**src/rtl/alu_cmd_sequencer_if.sv**
```systemverilog
// Command/ALU/result bundle for alu_cmd_sequencer.
// Latency: none, this file only groups the wires.
// Backpressure: cmd_valid/cmd_ready upstream, res_valid/res_ready downstream.
// Ports: slave = sequencer side, master = command source, ALU and result consumer side.
interface alu_cmd_sequencer_if;
    logic       cmd_valid;
    logic       cmd_ready;
    logic [2:0] cmd_op;
    logic [7:0] cmd_a;
    logic [7:0] cmd_b;
    logic       cmd_use_acc;
    logic [7:0] alu_a;
    logic [7:0] alu_b;
    logic [2:0] alu_op;
    logic [7:0] alu_result;
    logic       alu_zero;
    logic       res_valid;
    logic       res_ready;
    logic [7:0] res_data;
    logic       res_zero;

    modport slave (
        input  cmd_valid, cmd_op, cmd_a, cmd_b, cmd_use_acc,
        output cmd_ready,
        output alu_a, alu_b, alu_op,
        input  alu_result, alu_zero,
        output res_valid, res_data, res_zero,
        input  res_ready
    );

    modport master (
        output cmd_valid, cmd_op, cmd_a, cmd_b, cmd_use_acc,
        input  cmd_ready,
        input  alu_a, alu_b, alu_op,
        output alu_result, alu_zero,
        input  res_valid, res_data, res_zero,
        output res_ready
    );
endinterface

```
**src/rtl/alu_cmd_sequencer.sv**
```systemverilog
// Buffers ALU commands, issues them one at a time to an external combinational ALU, returns results.
// Latency: accept at edge N -> operands at N+1 -> res_valid from N+2; one result per 2 cycles sustained.
// Backpressure: cmd_ready = !full; a held result (res_valid && !res_ready) stalls issue of the next command.
// Ports: clk, rst_n (async active-low), bus (alu_cmd_sequencer_if.slave: cmd_*, alu_*, res_*), busy.
// Option: define ALU_SEQ_ACC_EN to add the accumulator so cmd_use_acc can replace operand A.
module alu_cmd_sequencer #(
    parameter int FIFO_DEPTH = 4
) (
    input  logic                  clk,
    input  logic                  rst_n,
    alu_cmd_sequencer_if.slave    bus,
    output logic                  busy
);
    localparam int AW = $clog2(FIFO_DEPTH);
    localparam int CW = AW + 1;

    typedef struct packed {
        logic [2:0] op;
        logic [7:0] a;
        logic [7:0] b;
        logic       use_acc;
    } cmd_t;

    typedef enum logic [1:0] {
        S_IDLE = 2'd0,
        S_EXEC = 2'd1,
        S_OUT  = 2'd2
    } state_t;

    // ---------------- command FIFO ----------------
    cmd_t          r_mem [FIFO_DEPTH];
    logic [AW-1:0] r_wr_ptr;
    logic [AW-1:0] r_rd_ptr;
    logic [CW-1:0] r_count;
    logic          w_full;
    logic          w_empty;
    logic          w_push;
    logic          w_pop;
    cmd_t          w_new;
    cmd_t          w_head;

    assign w_full  = (r_count == CW'(FIFO_DEPTH));
    assign w_empty = (r_count == '0);
    // Full refuses a push even when a pop frees a slot in the same cycle,
    // keeping cmd_ready a pure function of registered state.
    assign w_push  = bus.cmd_valid && !w_full;
    assign bus.cmd_ready = !w_full;

    assign w_new  = '{op: bus.cmd_op, a: bus.cmd_a, b: bus.cmd_b, use_acc: bus.cmd_use_acc};
    assign w_head = r_mem[r_rd_ptr];

    always_ff @(posedge clk) begin
        if (w_push) begin
            r_mem[r_wr_ptr] <= w_new;
        end
    end

    always_ff @(posedge clk or negedge rst_n) begin
        if (!rst_n) begin
            r_wr_ptr <= '0;
            r_rd_ptr <= '0;
            r_count  <= '0;
        end else begin
            if (w_push) r_wr_ptr <= r_wr_ptr + AW'(1);
            if (w_pop)  r_rd_ptr <= r_rd_ptr + AW'(1);
            r_count <= r_count + CW'(w_push) - CW'(w_pop);
        end
    end

    // ---------------- FSM ----------------
    state_t r_state;
    state_t w_state_nxt;
    logic   w_capture;
    logic   w_res_valid;

    always_ff @(posedge clk or negedge rst_n) begin
        if (!rst_n) r_state <= S_IDLE;
        else        r_state <= w_state_nxt;
    end

    always_comb begin
        w_state_nxt = r_state;
        case (r_state)
            S_IDLE: if (!w_empty) w_state_nxt = S_EXEC;
            S_EXEC: w_state_nxt = S_OUT;
            S_OUT:  if (bus.res_ready) w_state_nxt = w_empty ? S_IDLE : S_EXEC;
            default: w_state_nxt = S_IDLE;
        endcase
    end

    always_comb begin
        w_pop       = 1'b0;
        w_capture   = 1'b0;
        w_res_valid = 1'b0;
        case (r_state)
            S_IDLE: w_pop = !w_empty;
            S_EXEC: w_capture = 1'b1;
            S_OUT: begin
                w_res_valid = 1'b1;
                // Issuing on the handshake edge gives the EXEC/OUT two-cycle cadence.
                w_pop = bus.res_ready && !w_empty;
            end
            default: ;
        endcase
    end

    assign bus.res_valid = w_res_valid;
    assign busy          = !w_empty || (r_state != S_IDLE);

    // ---------------- operand A source ----------------
    logic [7:0] w_op_a;

`ifdef ALU_SEQ_ACC_EN
    logic [7:0] r_acc;

    // A pop only happens after the previous result is captured, so acc is current here.
    always_ff @(posedge clk or negedge rst_n) begin
        if (!rst_n)         r_acc <= '0;
        else if (w_capture) r_acc <= bus.alu_result;
    end

    assign w_op_a = w_head.use_acc ? r_acc : w_head.a;
`else
    logic w_unused_use_acc;
    assign w_unused_use_acc = w_head.use_acc;
    assign w_op_a           = w_head.a;
`endif

    // ---------------- ALU drive and result capture ----------------
    logic [7:0] r_alu_a;
    logic [7:0] r_alu_b;
    logic [2:0] r_alu_op;
    logic [7:0] r_res_data;
    logic       r_res_zero;

    always_ff @(posedge clk or negedge rst_n) begin
        if (!rst_n) begin
            r_alu_a    <= '0;
            r_alu_b    <= '0;
            r_alu_op   <= '0;
            r_res_data <= '0;
            r_res_zero <= 1'b0;
        end else begin
            if (w_pop) begin
                r_alu_a  <= w_op_a;
                r_alu_b  <= w_head.b;
                r_alu_op <= w_head.op;
            end
            if (w_capture) begin
                r_res_data <= bus.alu_result;
                r_res_zero <= bus.alu_zero;
            end
        end
    end

    assign bus.alu_a    = r_alu_a;
    assign bus.alu_b    = r_alu_b;
    assign bus.alu_op   = r_alu_op;
    assign bus.res_data = r_res_data;
    assign bus.res_zero = r_res_zero;
endmodule

```
**src/flat_wrapper.sv**
```systemverilog
// flat-port wrapper written by rule: the top's interface ports become plain ports
module alu_cmd_sequencer_flat 
#(
    parameter int FIFO_DEPTH = 4
)
  (clk, rst_n, busy, bus_cmd_valid, bus_cmd_op, bus_cmd_a, bus_cmd_b, bus_cmd_use_acc, bus_cmd_ready, bus_alu_a, bus_alu_b, bus_alu_op, bus_alu_result, bus_alu_zero, bus_res_valid, bus_res_data, bus_res_zero, bus_res_ready);
  alu_cmd_sequencer_if bus_i ();
  input  logic clk;
  input  logic rst_n;
  output logic busy;
  input wire logic [$bits(bus_i.cmd_valid)-1:0] bus_cmd_valid;
  input wire logic [$bits(bus_i.cmd_op)-1:0] bus_cmd_op;
  input wire logic [$bits(bus_i.cmd_a)-1:0] bus_cmd_a;
  input wire logic [$bits(bus_i.cmd_b)-1:0] bus_cmd_b;
  input wire logic [$bits(bus_i.cmd_use_acc)-1:0] bus_cmd_use_acc;
  output wire logic [$bits(bus_i.cmd_ready)-1:0] bus_cmd_ready;
  output wire logic [$bits(bus_i.alu_a)-1:0] bus_alu_a;
  output wire logic [$bits(bus_i.alu_b)-1:0] bus_alu_b;
  output wire logic [$bits(bus_i.alu_op)-1:0] bus_alu_op;
  input wire logic [$bits(bus_i.alu_result)-1:0] bus_alu_result;
  input wire logic [$bits(bus_i.alu_zero)-1:0] bus_alu_zero;
  output wire logic [$bits(bus_i.res_valid)-1:0] bus_res_valid;
  output wire logic [$bits(bus_i.res_data)-1:0] bus_res_data;
  output wire logic [$bits(bus_i.res_zero)-1:0] bus_res_zero;
  input wire logic [$bits(bus_i.res_ready)-1:0] bus_res_ready;
  assign bus_i.cmd_valid = bus_cmd_valid;
  assign bus_i.cmd_op = bus_cmd_op;
  assign bus_i.cmd_a = bus_cmd_a;
  assign bus_i.cmd_b = bus_cmd_b;
  assign bus_i.cmd_use_acc = bus_cmd_use_acc;
  assign bus_cmd_ready = bus_i.cmd_ready;
  assign bus_alu_a = bus_i.alu_a;
  assign bus_alu_b = bus_i.alu_b;
  assign bus_alu_op = bus_i.alu_op;
  assign bus_i.alu_result = bus_alu_result;
  assign bus_i.alu_zero = bus_alu_zero;
  assign bus_res_valid = bus_i.res_valid;
  assign bus_res_data = bus_i.res_data;
  assign bus_res_zero = bus_i.res_zero;
  assign bus_i.res_ready = bus_res_ready;
  alu_cmd_sequencer #(.FIFO_DEPTH(FIFO_DEPTH)) u_core (.clk(clk), .rst_n(rst_n), .bus(bus_i), .busy(busy));
endmodule
```
**config.mk**
```make
export PLATFORM = sky130hd
export DESIGN_NAME = alu_cmd_sequencer_flat
export DESIGN_NICKNAME = d
export VERILOG_FILES = /design/src/rtl/alu_cmd_sequencer_if.sv /design/src/rtl/alu_cmd_sequencer.sv /design/src/flat_wrapper.sv
export SDC_FILE = /design/constraint.sdc
export NUM_CORES = 1
export LEC_CHECK = 0
export CORE_ASPECT_RATIO = 0.8
export CORE_MARGIN = 2
export CORE_UTILIZATION = 30
export CTS_CLUSTER_SIZE = 16
export DETAILED_ROUTE_END_ITERATION = 8
export HOLD_SLACK_MARGIN = 0.05
export PLACE_DENSITY = 0.59
export SLEW_MARGIN = 20
export SYNTH_ARGS = -nofsm -noshare
export SYNTH_HDL_FRONTEND = slang
export SYNTH_SLANG_ARGS = --single-unit
```
**constraint.sdc**
```tcl
create_clock -name clk -period 3.2 [get_ports clk]
set_input_delay 0.64 -clock clk [delete_from_list [all_inputs] [get_ports clk]]
set_output_delay 0.64 -clock clk [all_outputs]
set_load 0.01 [all_outputs]
```
; After elaboration in Yosys (flattened, before gate mapping)
; Memories as Yosys holds them, arrays and structs flattened. A register that Yosys moved wholly into a read port is not among the register bits.
; Index checks and enable logic that the tools add are counted.
[op_classes]
n_addsub = 4
eq_ne = 5
n_mux = 9
n_reduce_logical = 10
[op_table]
columns = op, count
row1 = $pmux W2 S3, 1
row2 = $mux W1, 5
row3 = $add A2 B1 Y2 const B, 2
row4 = $mux W2, 2
row5 = $ne A2 B2 Y1 const B, 2
row6 = $add A3 B1 Y3, 1
row7 = $eq A3 B3 Y1 const B, 1
row8 = $logic_not A1 Y1, 3
row9 = $logic_not A3 Y1, 1
row10 = $sub A3 B1 Y3, 1
row11 = $eq A2 B1 Y1 const B, 1
row12 = $eq A2 B2 Y1 const B, 1
row13 = $logic_and A1 B1 Y1, 2
row14 = $logic_not A2 Y1, 1
row15 = $pmux W1 S2, 1
row16 = $reduce_and A2 Y1, 1
row17 = $reduce_bool A2 Y1, 1
row18 = $logic_or A1 B1 Y1, 1
[word_totals]
regBits = 18
mem_bits_rw = 80
out_inout_bits = 31
word_cells = 35
n_memories = 1
[mem_list]
columns = memory, words, word_bits, rd, rd_clocked_by_memory_dff, write_ports, line
row1 = u_core.r_mem, 4, 20, 1, 1, 1, alu_cmd_sequencer.sv:31  ; cmd_t r_mem [FIFO_DEPTH];

; Logic depth before layout (Yosys ltp)
; Gate-level depths: netlist of the first run.
[depth]
ltp_word = 5
ltp_mapped = 10
mapped_depth_nobuf = 9

; Least setup slack after synthesis of the first run
; No wires, ideal clock.
[synth_timing]
kind = in2reg
startpoint = in bus_res_ready
endpoint = reg u_core.r_count[2]
setup_time_ns = 0.126
arrival_ns = 2.225
t_required_ns = 3.074
path_slack_ns = 0.849
stages = 10
n_path_buf = 1
path_cell_list = nor2b_1 > nor3_4 > buf_6 > ha_1 > inv_1 > ha_1 > inv_1 > fa_1 > xnor2_1 > xnor2_1
[synth_via]
elab_chain_cells = 3
[synth_lines]
columns = element, line
row1 = "start, declared", flat_wrapper.sv:25  ; input wire logic [$bits(bus_i.res_ready)-1:0] bus_res_ready;
row2 = $logic_and A1 B1 Y1, alu_cmd_sequencer.sv:101  ; w_pop = bus.res_ready && !w_empty;
row3 = $pmux W1 S2, alu_cmd_sequencer.sv:95  ; case (r_state)
row4 = named net u_core.w_pop, alu_cmd_sequencer.sv:38  ; logic w_pop;
row5 = $sub A3 B1 Y3, alu_cmd_sequencer.sv:66  ; r_count <= r_count + CW'(w_push) - CW'(w_pop);
row6 = "end signal, assigned", alu_cmd_sequencer.sv:66
row7 = "end, declared", alu_cmd_sequencer.sv:34  ; logic [CW-1:0] r_count;
; The timed path passes the listed nets, and every way through them passes these cells.
; A chain may end at the register's enable or synchronous reset.

; Worst setup path in the final report of the first run
[layout_timing]
startpoint = reg u_core.r_count[1]
endpoint = out busy
[layout_via]
elab_chain_cells = 3
[layout_lines]
columns = element, line
row1 = $logic_not A3 Y1, alu_cmd_sequencer.sv:43  ; assign w_empty = (r_count == '0);
row2 = $logic_not A1 Y1, -
row3 = $logic_or A1 B1 Y1, alu_cmd_sequencer.sv:108  ; assign busy = !w_empty || (r_state != S_IDLE);
row4 = "end, declared", flat_wrapper.sv:10  ; output logic busy;
; No other way between the ends.

==> key figures, run 1 <==
Power
  – Switching Share: 27.1%
  – Leak: 2.16 nW
  – Worst vdd ir: 0.399 mV
  – Net switching power: 1.65 mW
  – Combinational power share: 32.5%
  – Final Power: 6.11 mW
  – Clk pwr share: 30.5%
  – Flop pwr share: 37.0%
  – Internal cell power: 4.46 mW
  – PwrDens: 1050 nW/µm²

STA
  – Worst hold slack: 378 ps
  – Tightest Pin Transition: 924 ps
  – TNS Setup: 0 ps
  – Slew HR: 38.4%
  – Setup violators final: 0
  – Crit path time final: 2430 ps
  – Final period utilization: 75.9%
  – Pins Over Slew Limit: 0
  – Clock Skews: 12.1 ps
  – Final Hold Violating Endpoints: 0
  – Max Freq: 412 MHz
  – Unrepaired setup endpoints after global routing: false

Final layout
  – Share of cells above drive strength 1: 27.9%
  – Inserted Diodes: 0
  – Layout net count: 328
  – Layout area overhead: 33.3%
  – Commonest cells after routing, fill and taps aside: edfxtp_1 (76), clkdlybuf4s50_1 (61), dfrtp_1 (37), mux4_2 (18), mux2_4 (18)
  – Fin cells: 485
  – Commonest non-fill, non-tap cell in the layout: edfxtp_1
  – Final design utilization: 40.9%
  – Layout fillers: 1293

Clocking
  – CTS Sinks: 113
  – Htree depth: 4
  – CTS max path bufs: 2
  – CTS resizes: 0
  – Root buf cell: clkbuf_16
  – CTS Buf Count: 17
  – CTS tree: yes
  – Worst-path clk slew: 60 ps
  – Post-CTS Hold Buffers: 0
  – Post-CTS setup buffer count: 0
  – Skew-Pair Late Insertion Delay: 400 ps

Floorplan
  – Total die area: 15500 µm²
  – Io pins: 64
  – Number of cell rows: 39
  – Die extent in x: 139 µm
  – Starting Density: 30.7%
  – Die height: 112 µm
  – Core area: 14200 µm²

GRT
  – GRT Total Usage: 11.4%
  – Largest net degree at the start of global routing: 38
  – Grt ovf: 0
  – Vias in the first global route: 2301
  – First-pass GRT wire length: 12800 µm
  – Antenna violations before repair: 0

Drt
  – Initial DRC count: 70
  – Wire per inst: 16.4 µm
  – Vias: 2077
  – Detailed-router iteration count before antenna repair: 4
  – DRC Markers: 0
  – DR top layer: met4
  – Post-Route WL: 7980 µm
  – M1 WL: 3800 µm
  – Vias per cell: 4.28
  – DR WL met2: 3760 µm
  – Final ANT Viol Nets: 0
  – Met3 Wirelength: 353 µm

Setup path
  – CP Capture Type: primary output
  – Critical path type: reg2out
  – Crit path launch type: flip-flop
  – Reg2reg path depth: 9
  – Crit path max fanout: 4
  – Crit path DAT: 1790 ps
  – CP Data Required Time: 2560 ps

Yosys
  – Top_reg_cell synth: edfxtp_1
  – Syn Nets: 244
  – Yosys top cell area share: 52.2%
  – Synth cell types: 27
  – Mapped Cells: 204
  – Yosys warning total: 0
  – Seq/Total Area, Yosys: 73.4%
  – Post-synthesis register bit count: 113
  – Post-Synthesis Cell Area: 4370 µm²
  – Async set or reset register ratio after synthesis: 32.7%
  – Main area contributors after synthesis: edfxtp_1 (52%), dfrtp_1 (21%), mux4_2 (9.3%)
  – Syn_area_per_cell: 21.4 µm²
  – Leading area contributor after synthesis: edfxtp_1
  – EDFF count, synth: 76

Flow run
  – Max Cap Viol: 0

Placed design
  – Inst Count DP: 453
  – IO buf count: 62
  – Dpl hpwl: 4750 µm
  – Final Wtd Congestion: 0.651

Min path
  – Hold Crit Class: in2async

Status
  – Outcome: finished clean
[power by group through the flow]
stage | Clock, mW | Sequential, mW | Combinational (mW)
after floorplan | 0 | 2.32 | 1.25
after global placement | 0 | 2.28 | 2.01
after detailed placement | 0 | 2.29 | 2.04
after CTS | 1.92 | 2.27 | 2.04
after global routing | 1.99 | 2.32 | 2.17
final | 1.86 | 2.26 | 1.98
[synthesized netlist by cell type, types with 2 or more instances]
cell type and number:
xnor2_1 3, nand2_1 2, xor2_1 2, and2_1 4
mux4_2 18, nand2b_1 2, mux2_1 3, nor2_1 2
edfxtp_1 76, inv_1 7, ha_1 6, buf_6 3
dfrtp_1 37, mux2_4 18, mux2_2 8, clkbuf_1 2
[per-stage QoR]
| step | instance area [µm²] | setup slack (ps) |
|---|---|---|
| finish | 5820 | 770 |
| global route | 5820 | 645 |
| CTS | 5820 | 740 |
| detailed placement | 5240 | 471 |
| global placement | 5240 | 489 |
| floorplan | 4370 | 849 |
[registers in the layout (all words and copies together), names as in the netlist]
register,cells
u_core.r_mem,76
u_core.bus.alu_a,8
u_core.bus.alu_b,8
u_core.bus.res_data,8
u_core.bus.alu_op,3
u_core.r_count,3
u_core.r_rd_ptr,2
u_core.r_state,2
u_core.r_wr_ptr,2
u_core.bus.res_zero,1
[area by class of cell]
class	count	area, µm²	share of cell area, %
clock inverter	11	138	2.36
inverter	7	26.3	0.451
sequential	113	3210	55.1
multi-input combinational	77	1080	18.5
clock buffer	21	450	7.74
timing repair buffer	72	691	11.9
tap	184	230	3.95
[per-layer routing]
metal | global-route usage, % | vias up
li1 | - | 958
met4 | 5.25 | 0
met2 | 17.0 | 54
met5 | 0 | -
met3 | 4.73 | 4
met1 | 14.5 | 1061
[cell families after synthesis]
family | after synthesis | share of synthesized area, %
xor+xnor | 5 | 1.00
mux | 48 | 18.9
buf+inv | 14 | 1.83
simple gates | 15 | 2.26
fa+ha+maj | 7 | 2.18
flops | 113 | 73.4
compound gates | 2 | 0.372
[path summary, 6_finish.rpt]
path / start / endpoint / slack, ps
max in group asynchronous: rst_n / u_core.bus.alu_b[6]$_DFFE_PN0P_ / 2240
setup reg to reg: u_core.r_count[1]$_DFF_PN0_ / u_core.r_count[2]$_DFF_PN0_ / 1000
hold reg to reg: u_core.bus.res_data[5]$_DFFE_PN0N_ / u_core.bus.res_data[5]$_DFFE_PN0N_ / 490
setup / recovery: u_core.r_count[1]$_DFF_PN0_ / busy / 770
hold / removal: rst_n / u_core.bus.alu_b[5]$_DFFE_PN0P_ / 380
min in group clk: u_core.bus.res_data[5]$_DFFE_PN0N_ / u_core.bus.res_data[5]$_DFFE_PN0N_ / 490
[worst max-delay path, stage by stage, from the launching register on]
cell             delay, ps
dfrtp_1                440
nor3_2                 370
nand2_1                 90
clkdlybuf4s50_1        490
Power figures use the tool's default switching activity.
==> run 2, diff against run 1 <==
- clock period: 3.2 -> 2.5 ns (I/O delays scaled with it)
==> run 2 against run 1 <==
  * Worst setup slack lost 580 ps
  * Die area did not move
  * Clock-buffer cell count increased by 1
  * Flip-flop and latch count unchanged
  * Combinational power up 31%
  * Critical endpoint unchanged
  * Largest power group unchanged
==> key figures, run 2 (synthesis results as in run 1) <==
Setup path
  – Crit path launch type: flip-flop
  – CP Data Required Time: 2000 ps (-560 ps)
  – Crit path DAT: 1810 ps (+20 ps)
  – Critical path type: reg2out
  – Crit path max fanout: 4 (unchanged)
  – CP Capture Type: primary output

STA
  – Crit path time final: 2310 ps
  – Final period utilization: 92.4%
  – TNS Setup: 0 ps (unchanged)
  – Clock Skews: 6.93 ps (-5.13 ps)
  – Slew HR: 70.3% (+32 points)
  – Tightest Pin Transition: 445 ps (-479 ps)
  – Setup violators final: 0 (unchanged)
  – Setup ws final: 189 ps (-581 ps)
  – Pins Over Slew Limit: 0 (unchanged)
  – Unrepaired setup endpoints after global routing: false
  – Worst hold slack: 494 ps (+116 ps)
  – Max Freq: 433 MHz
  – Final Hold Violating Endpoints: 0 (unchanged)

Final layout
  – Commonest cells after routing, fill and taps aside: edfxtp_1 (76), clkdlybuf4s50_1 (61), dfrtp_1 (37), mux4_2 (18), mux2_4 (18)
  – Inserted Diodes: 0 (unchanged)
  – Layout net count: 334 (+1.8%)
  – Share of cells above drive strength 1: 29.6% (+1.7 points)
  – Max reg flops: 76 (unchanged)
  – Layout fillers: 1273 (-1.5%)
  – Commonest non-fill, non-tap cell in the layout: edfxtp_1
  – Layout area overhead: 34.9%
  – Largest reg by FF count: u_core.r_mem

Placed design
  – Dpl hpwl: 5100 µm (+7.3%)
  – Final Wtd Congestion: 0.676 (+3.8%)
  – Dpl ws: -37.7 ps (-508 ps)
  – IO buf count: 62 (unchanged)

Drt
  – Vias per cell: 4.32 (+0.87%)
  – DRC Markers: 0 (unchanged)
  – Final ANT Viol Nets: 0 (unchanged)
  – Vias: 2121 (+2.1%)
  – Post-Route WL: 8050 µm (+0.85%)
  – Initial DRC count: 80 (+14%)
  – Wire per inst: 16.4 µm (-0.38%)
  – Detailed-router iteration count before antenna repair: 4 (unchanged)

GRT
  – GRT Total Usage: 11.2% (-0.17 points)
  – Vias in the first global route: 2189 (-4.9%)
  – First-pass GRT wire length: 12700 µm (-0.86%)
  – Grt ovf: 0 (unchanged)
  – Antenna violations before repair: 0 (unchanged)
  – Largest net degree at the start of global routing: 21 (-45%)

Floorplan
  – Starting Density: 30.7% (unchanged)
  – Io pins: 64 (unchanged)
  – Total die area: 15500 µm² (unchanged)
  – Die height: 112 µm (unchanged)
  – Die extent in x: 139 µm (unchanged)
  – Number of cell rows: 39 (unchanged)
  – Core area: 14200 µm² (unchanged)

Power
  – Combinational power share: 32.8% (+0.3 points)
  – Clk pwr share: 30.5% (about the same)
  – Switching Share: 27.0% (-0.052 points)
  – PwrDens: 1340 nW/µm² (+28%)
  – Flop pwr share: 36.7% (-0.3 points)
  – Final Power: 7.92 mW (+30%)
  – Worst vdd ir: 0.661 mV (+66%)
  – Leak: 2.21 nW (+2.3%)
  – Internal cell power: 5.78 mW (+30%)
  – Net switching power: 2.14 mW (+29%)

Clocking
  – CTS tree: yes
  – Htree depth: 4 (unchanged)
  – CTS max path bufs: 2 (unchanged)
  – CTS Sinks: 113 (unchanged)
  – CTS resizes: 0 (unchanged)
  – Root buf cell: clkbuf_16
  – Worst-path clk slew: 50 ps (about the same)
  – CTS Buf Count: 17 (unchanged)
  – Skew-Pair Late Insertion Delay: 400 ps (about the same)

Flow run
  – Max Cap Viol: 0 (unchanged)

Status
  – Outcome: finished clean

Min path
  – Hold Crit Class: reg2reg
[run 2: changes by cell type in the layout (fill, tap and decap cells not counted), sizes merged]
| cell | change |
|---|---|
| clkbuf | +1 |
| buf | +5 |
| clkinvlp | -2 |
| dlygate4sd3 | +1 |
| clkinv | +1 |
[run 2: worst paths after layout]
check	start	end	slack (ps)	depth (start not counted)
setup / recovery	u_core.r_count[1]$_DFF_PN0_	busy	190	3
hold reg to reg	u_core.bus.res_data[5]$_DFFE_PN0N_	u_core.bus.res_data[5]$_DFFE_PN0N_	490	1
max in group asynchronous	rst_n	u_core.bus.alu_b[6]$_DFFE_PN0P_	1400	3
hold / removal	u_core.bus.res_data[5]$_DFFE_PN0N_	u_core.bus.res_data[5]$_DFFE_PN0N_	490	1
setup reg to reg	u_core.r_count[1]$_DFF_PN0_	u_core.r_count[2]$_DFF_PN0_	310	9
min in group asynchronous	rst_n	u_core.r_count[2]$_DFF_PN0_	550	2
[run 2: power by group through the flow]
| stage | logic (mW) | clock network [mW] | registers, mW |
|---|---|---|---|
| 4_1_cts | 2.66 | 2.48 | 2.91 |
| 5_1_grt | 2.80 | 2.56 | 2.97 |
| 3_5_place_dp | 2.66 | 0 | 2.94 |
| 3_3_place_gp | 2.62 | 0 | 2.92 |
| 6_report | 2.60 | 2.42 | 2.90 |
| 2_1_floorplan | 1.61 | 0 | 2.97 |
[run 2: cell type report]
| class | instances | area (µm²) | area share (%) |
|---|---|---|---|
| flip-flops and latches | 113 | 3210 | 54.4 |
| inverters | 7 | 26.3 | 0.446 |
| clock buffers | 22 | 464 | 7.88 |
| multi-input cells | 77 | 1080 | 18.3 |
| well taps | 184 | 230 | 3.91 |
| repair buffers | 78 | 751 | 12.7 |
| clock inverters | 10 | 134 | 2.27 |
[run 2: worst max-delay path: stages (launching register included)]
cell             delay, ps
dfrtp_1                440
nor3_2                 370
nand2_1                100
clkdlybuf4s50_1        500
[run 2: layer usage]
layer	track usage [%]	vias up	wire length [µm]
li1	-	974	-
met1	14.4	1075	3630
met2	16.5	61	3780
met3	4.52	11	488
met4	5.66	0	148
met5	0	-	0
[run 2: metrics by stage]
stage / cell area, µm² / utilization [%] / instances
6_report: 5890 / 41.4 / 491
5_1_grt: 5890 / 41.4 / 491
4_1_cts: 5890 / 41.4 / 491
3_5_place_dp: 5290 / 37.1 / 458
3_3_place_gp: 5290 / 37.1 / 458
2_1_floorplan: 4370 / - / 204
[run 2: what timing repair did]
action                    in CTS  in global routing
hold endpoints to repair      14                  0
setup buffers                  0                  0
hold buffers                   1                  0
==> run 3, diff against run 2 <==
- CELL_PAD_IN_SITES_DETAIL_PLACEMENT: default -> 0
- CELL_PAD_IN_SITES_GLOBAL_PLACEMENT: default -> 1
- PLACE_DENSITY: 0.59 -> 0.65
==> run 3 against run 2 <==
  * First-iteration DRC count increased by 18%
  * Largest power group unchanged
  * Utilization decreased by 0.18 points
  * Largest cell class unchanged
  * Non-clock buffer count decreased by 2
  * Design area decreased by 0.45%
  * Flip-flop and latch count unchanged
  * Critical path depth unchanged
==> key figures, run 3 (synthesis results as in run 1) <==
Status
  – Outcome: finished clean

Floorplan
  – Total die area: 15500 µm² (unchanged)
  – Core area: 14200 µm² (unchanged)
  – Io pins: 64 (unchanged)
  – Number of cell rows: 39 (unchanged)
  – Starting Density: 30.7% (unchanged)
  – Die extent in x: 139 µm (unchanged)
  – Die height: 112 µm (unchanged)

Power
  – PwrDens: 1340 nW/µm² (about the same)
  – Worst vdd ir: 0.557 mV (-16%)
  – Leak: 2.19 nW (-0.77%)

Setup path
  – Crit path launch type: flip-flop
  – Critical path destination: busy
  – Reg2reg setup slack: 320 ps (about the same)
  – CP Data Required Time: 2000 ps (about the same)
  – Crit path DAT: 1800 ps (about the same)
  – Reg2reg path depth: 9 (unchanged)
  – CP Capture Type: primary output
  – Setup crit start: u_core.r_count[1]$_DFF_PN0_
  – Reg2Reg Capture Point: u_core.r_count[2]$_DFF_PN0_
  – Critical path type: reg2out
  – Crit path max fanout: 4 (unchanged)
  – FF-to-FF Start: u_core.r_count[1]$_DFF_PN0_

STA
  – Tightest Pin Transition: 880 ps (+435 ps)
  – Max Freq: 435 MHz (+0.48%)
  – Final Hold Violating Endpoints: 0 (unchanged)
  – Setup ws final: 200 ps (+11.1 ps)
  – Slew HR: 41.3% (-29 points)
  – Unrepaired setup endpoints after global routing: false
  – TNS Setup: 0 ps (unchanged)
  – Clock Skews: 9.07 ps (+2.13 ps)
  – Crit path time final: 2300 ps (-11.1 ps)
  – Final period utilization: 92.0% (-0.44 points)
  – Setup violators final: 0 (unchanged)
  – Pins Over Slew Limit: 0 (unchanged)

Clocking
  – CTS tree: yes
  – CTS max path bufs: 2 (unchanged)
  – Post-CTS setup buffer count: 0 (unchanged)
  – Root buf cell: clkbuf_16
  – CTS resizes: 0 (unchanged)
  – CTS Sinks: 113 (unchanged)
  – Htree depth: 4 (unchanged)
  – Worst-path clk slew: 50 ps (about the same)
  – Skew-Pair Late Insertion Delay: 400 ps (about the same)
  – CTS Buf Count: 17 (unchanged)
  – Post-CTS Hold Buffers: 0 (-1)

GRT
  – Antenna violations before repair: 0 (unchanged)
  – Largest net degree at the start of global routing: 38 (+81%)
  – GRT Total Usage: 11.0% (-0.23 points)
  – Vias in the first global route: 2291 (+4.7%)
  – Grt ovf: 0 (unchanged)
  – First-pass GRT wire length: 12400 µm (-1.9%)

Drt
  – Vias: 2094 (-1.3%)
  – Met3 Wirelength: 419 µm (-14%)
  – Initial DRC count: 94 (+18%)
  – Final ANT Viol Nets: 0 (unchanged)
  – DR top layer: met4
  – DR WL met2: 3750 µm (-0.64%)
  – Detailed-router iteration count before antenna repair: 4 (unchanged)
  – Vias per cell: 4.29 (-0.67%)
  – Wire per inst: 15.9 µm (-3.0%)
  – Post-Route WL: 7760 µm (-3.6%)
  – M1 WL: 3500 µm (-3.6%)
  – DRC Markers: 0 (unchanged)

Final layout
  – Layout net count: 332 (-0.60%)
  – Share of cells above drive strength 1: 30.6% (+0.95 points)
  – Commonest non-fill, non-tap cell in the layout: edfxtp_1
  – Inserted Diodes: 0 (unchanged)
  – Max reg flops: 76 (unchanged)
  – Layout area overhead: 34.3%
  – Commonest cells after routing, fill and taps aside: edfxtp_1 (76), clkdlybuf4s50_1 (61), dfrtp_1 (37), mux4_2 (18), mux2_4 (18)
  – Largest reg by FF count: u_core.r_mem

Min path
  – Hold Crit Class: in2async

Placed design
  – IO buf count: 62 (unchanged)
  – Dpl hpwl: 4900 µm (-3.8%)
  – Dpl ws: -27.2 ps (+10.4 ps)
  – Final Wtd Congestion: 0.661 (-2.3%)

Flow run
  – Max Cap Viol: 0 (unchanged)
run 3: changes by cell type in the layout (fill, tap and decap cells not counted):
cell	previous run	this run
clkbuf_8	2	1
inv_6	0	1
clkinvlp_4	1	3
buf_12	1	0
dlygate4sd3_1	1	0
clkinv_4	2	3
clkbuf_1	3	0
clkinv_1	1	0
run 3: where the power goes:
part / total, mW / switching [mW] / leakage (nW) / internal (mW)
sequential: 2.86 / 0.248 / 1.13 / 2.61
combinational: 2.61 / 1.06 / 0.773 / 1.54
clock: 2.41 / 0.822 / 0.288 / 1.59
total: 7.87 / 2.13 / 2.19 / 5.74
run 3: worst min-delay path by stage:
stage	slack, ps	startpoint	cells past startpoint	to
4_1_cts	270	rst_n	1	u_core.bus.alu_a[2]$_DFFE_PN0P_
3_3_place_gp	480	u_core.bus.res_data[4]$_DFFE_PN0N_	1	u_core.bus.res_data[4]$_DFFE_PN0N_
3_5_place_dp	480	u_core.bus.res_data[3]$_DFFE_PN0N_	1	u_core.bus.res_data[3]$_DFFE_PN0N_
6_report	230	rst_n	1	u_core.bus.alu_a[2]$_DFFE_PN0P_
2_1_floorplan	200	rst_n	0	u_core.bus.alu_a[0]$_DFFE_PN0P_
5_1_grt	310	rst_n	1	u_core.bus.alu_a[2]$_DFFE_PN0P_
run 3: layer usage:
metal | global-route usage (%) | vias up
met4 | 4.65 | 0
met2 | 16.9 | 61
li1 | - | 969
met1 | 13.8 | 1056
met5 | 0 | -
met3 | 4.34 | 8
run 3: per-stage QoR:
step / area, µm² / util (%) / cells / power (mW) / hold slack (ps)
final: 5870 / 41.2 / 488 / 7.87 / 226
after global routing: 5870 / 41.2 / 488 / 8.35 / 305
after CTS: 5870 / 41.2 / 488 / 8.02 / 266
after detailed placement: 5270 / 37.0 / 457 / 5.56 / 484
after global placement: 5270 / 37.0 / 457 / 5.50 / 479
after floorplan: 4370 / - / 204 / 4.58 / 204
run 3: cell type report:
class | count | area, µm²
clock buffers | 18 | 439
clock inverters | 13 | 163
fillers | 1293 | 8380
inverters | 7 | 26.3
multi-input cells | 77 | 1080
flip-flops and latches | 113 | 3210
well taps | 184 | 230
repair buffers | 76 | 721
run 3: critical path, stage by stage (launching register included):
cell and delay [ps]:
dfrtp_1 440, nor3_2 370, nand2_1 100, clkdlybuf4s50_1 490
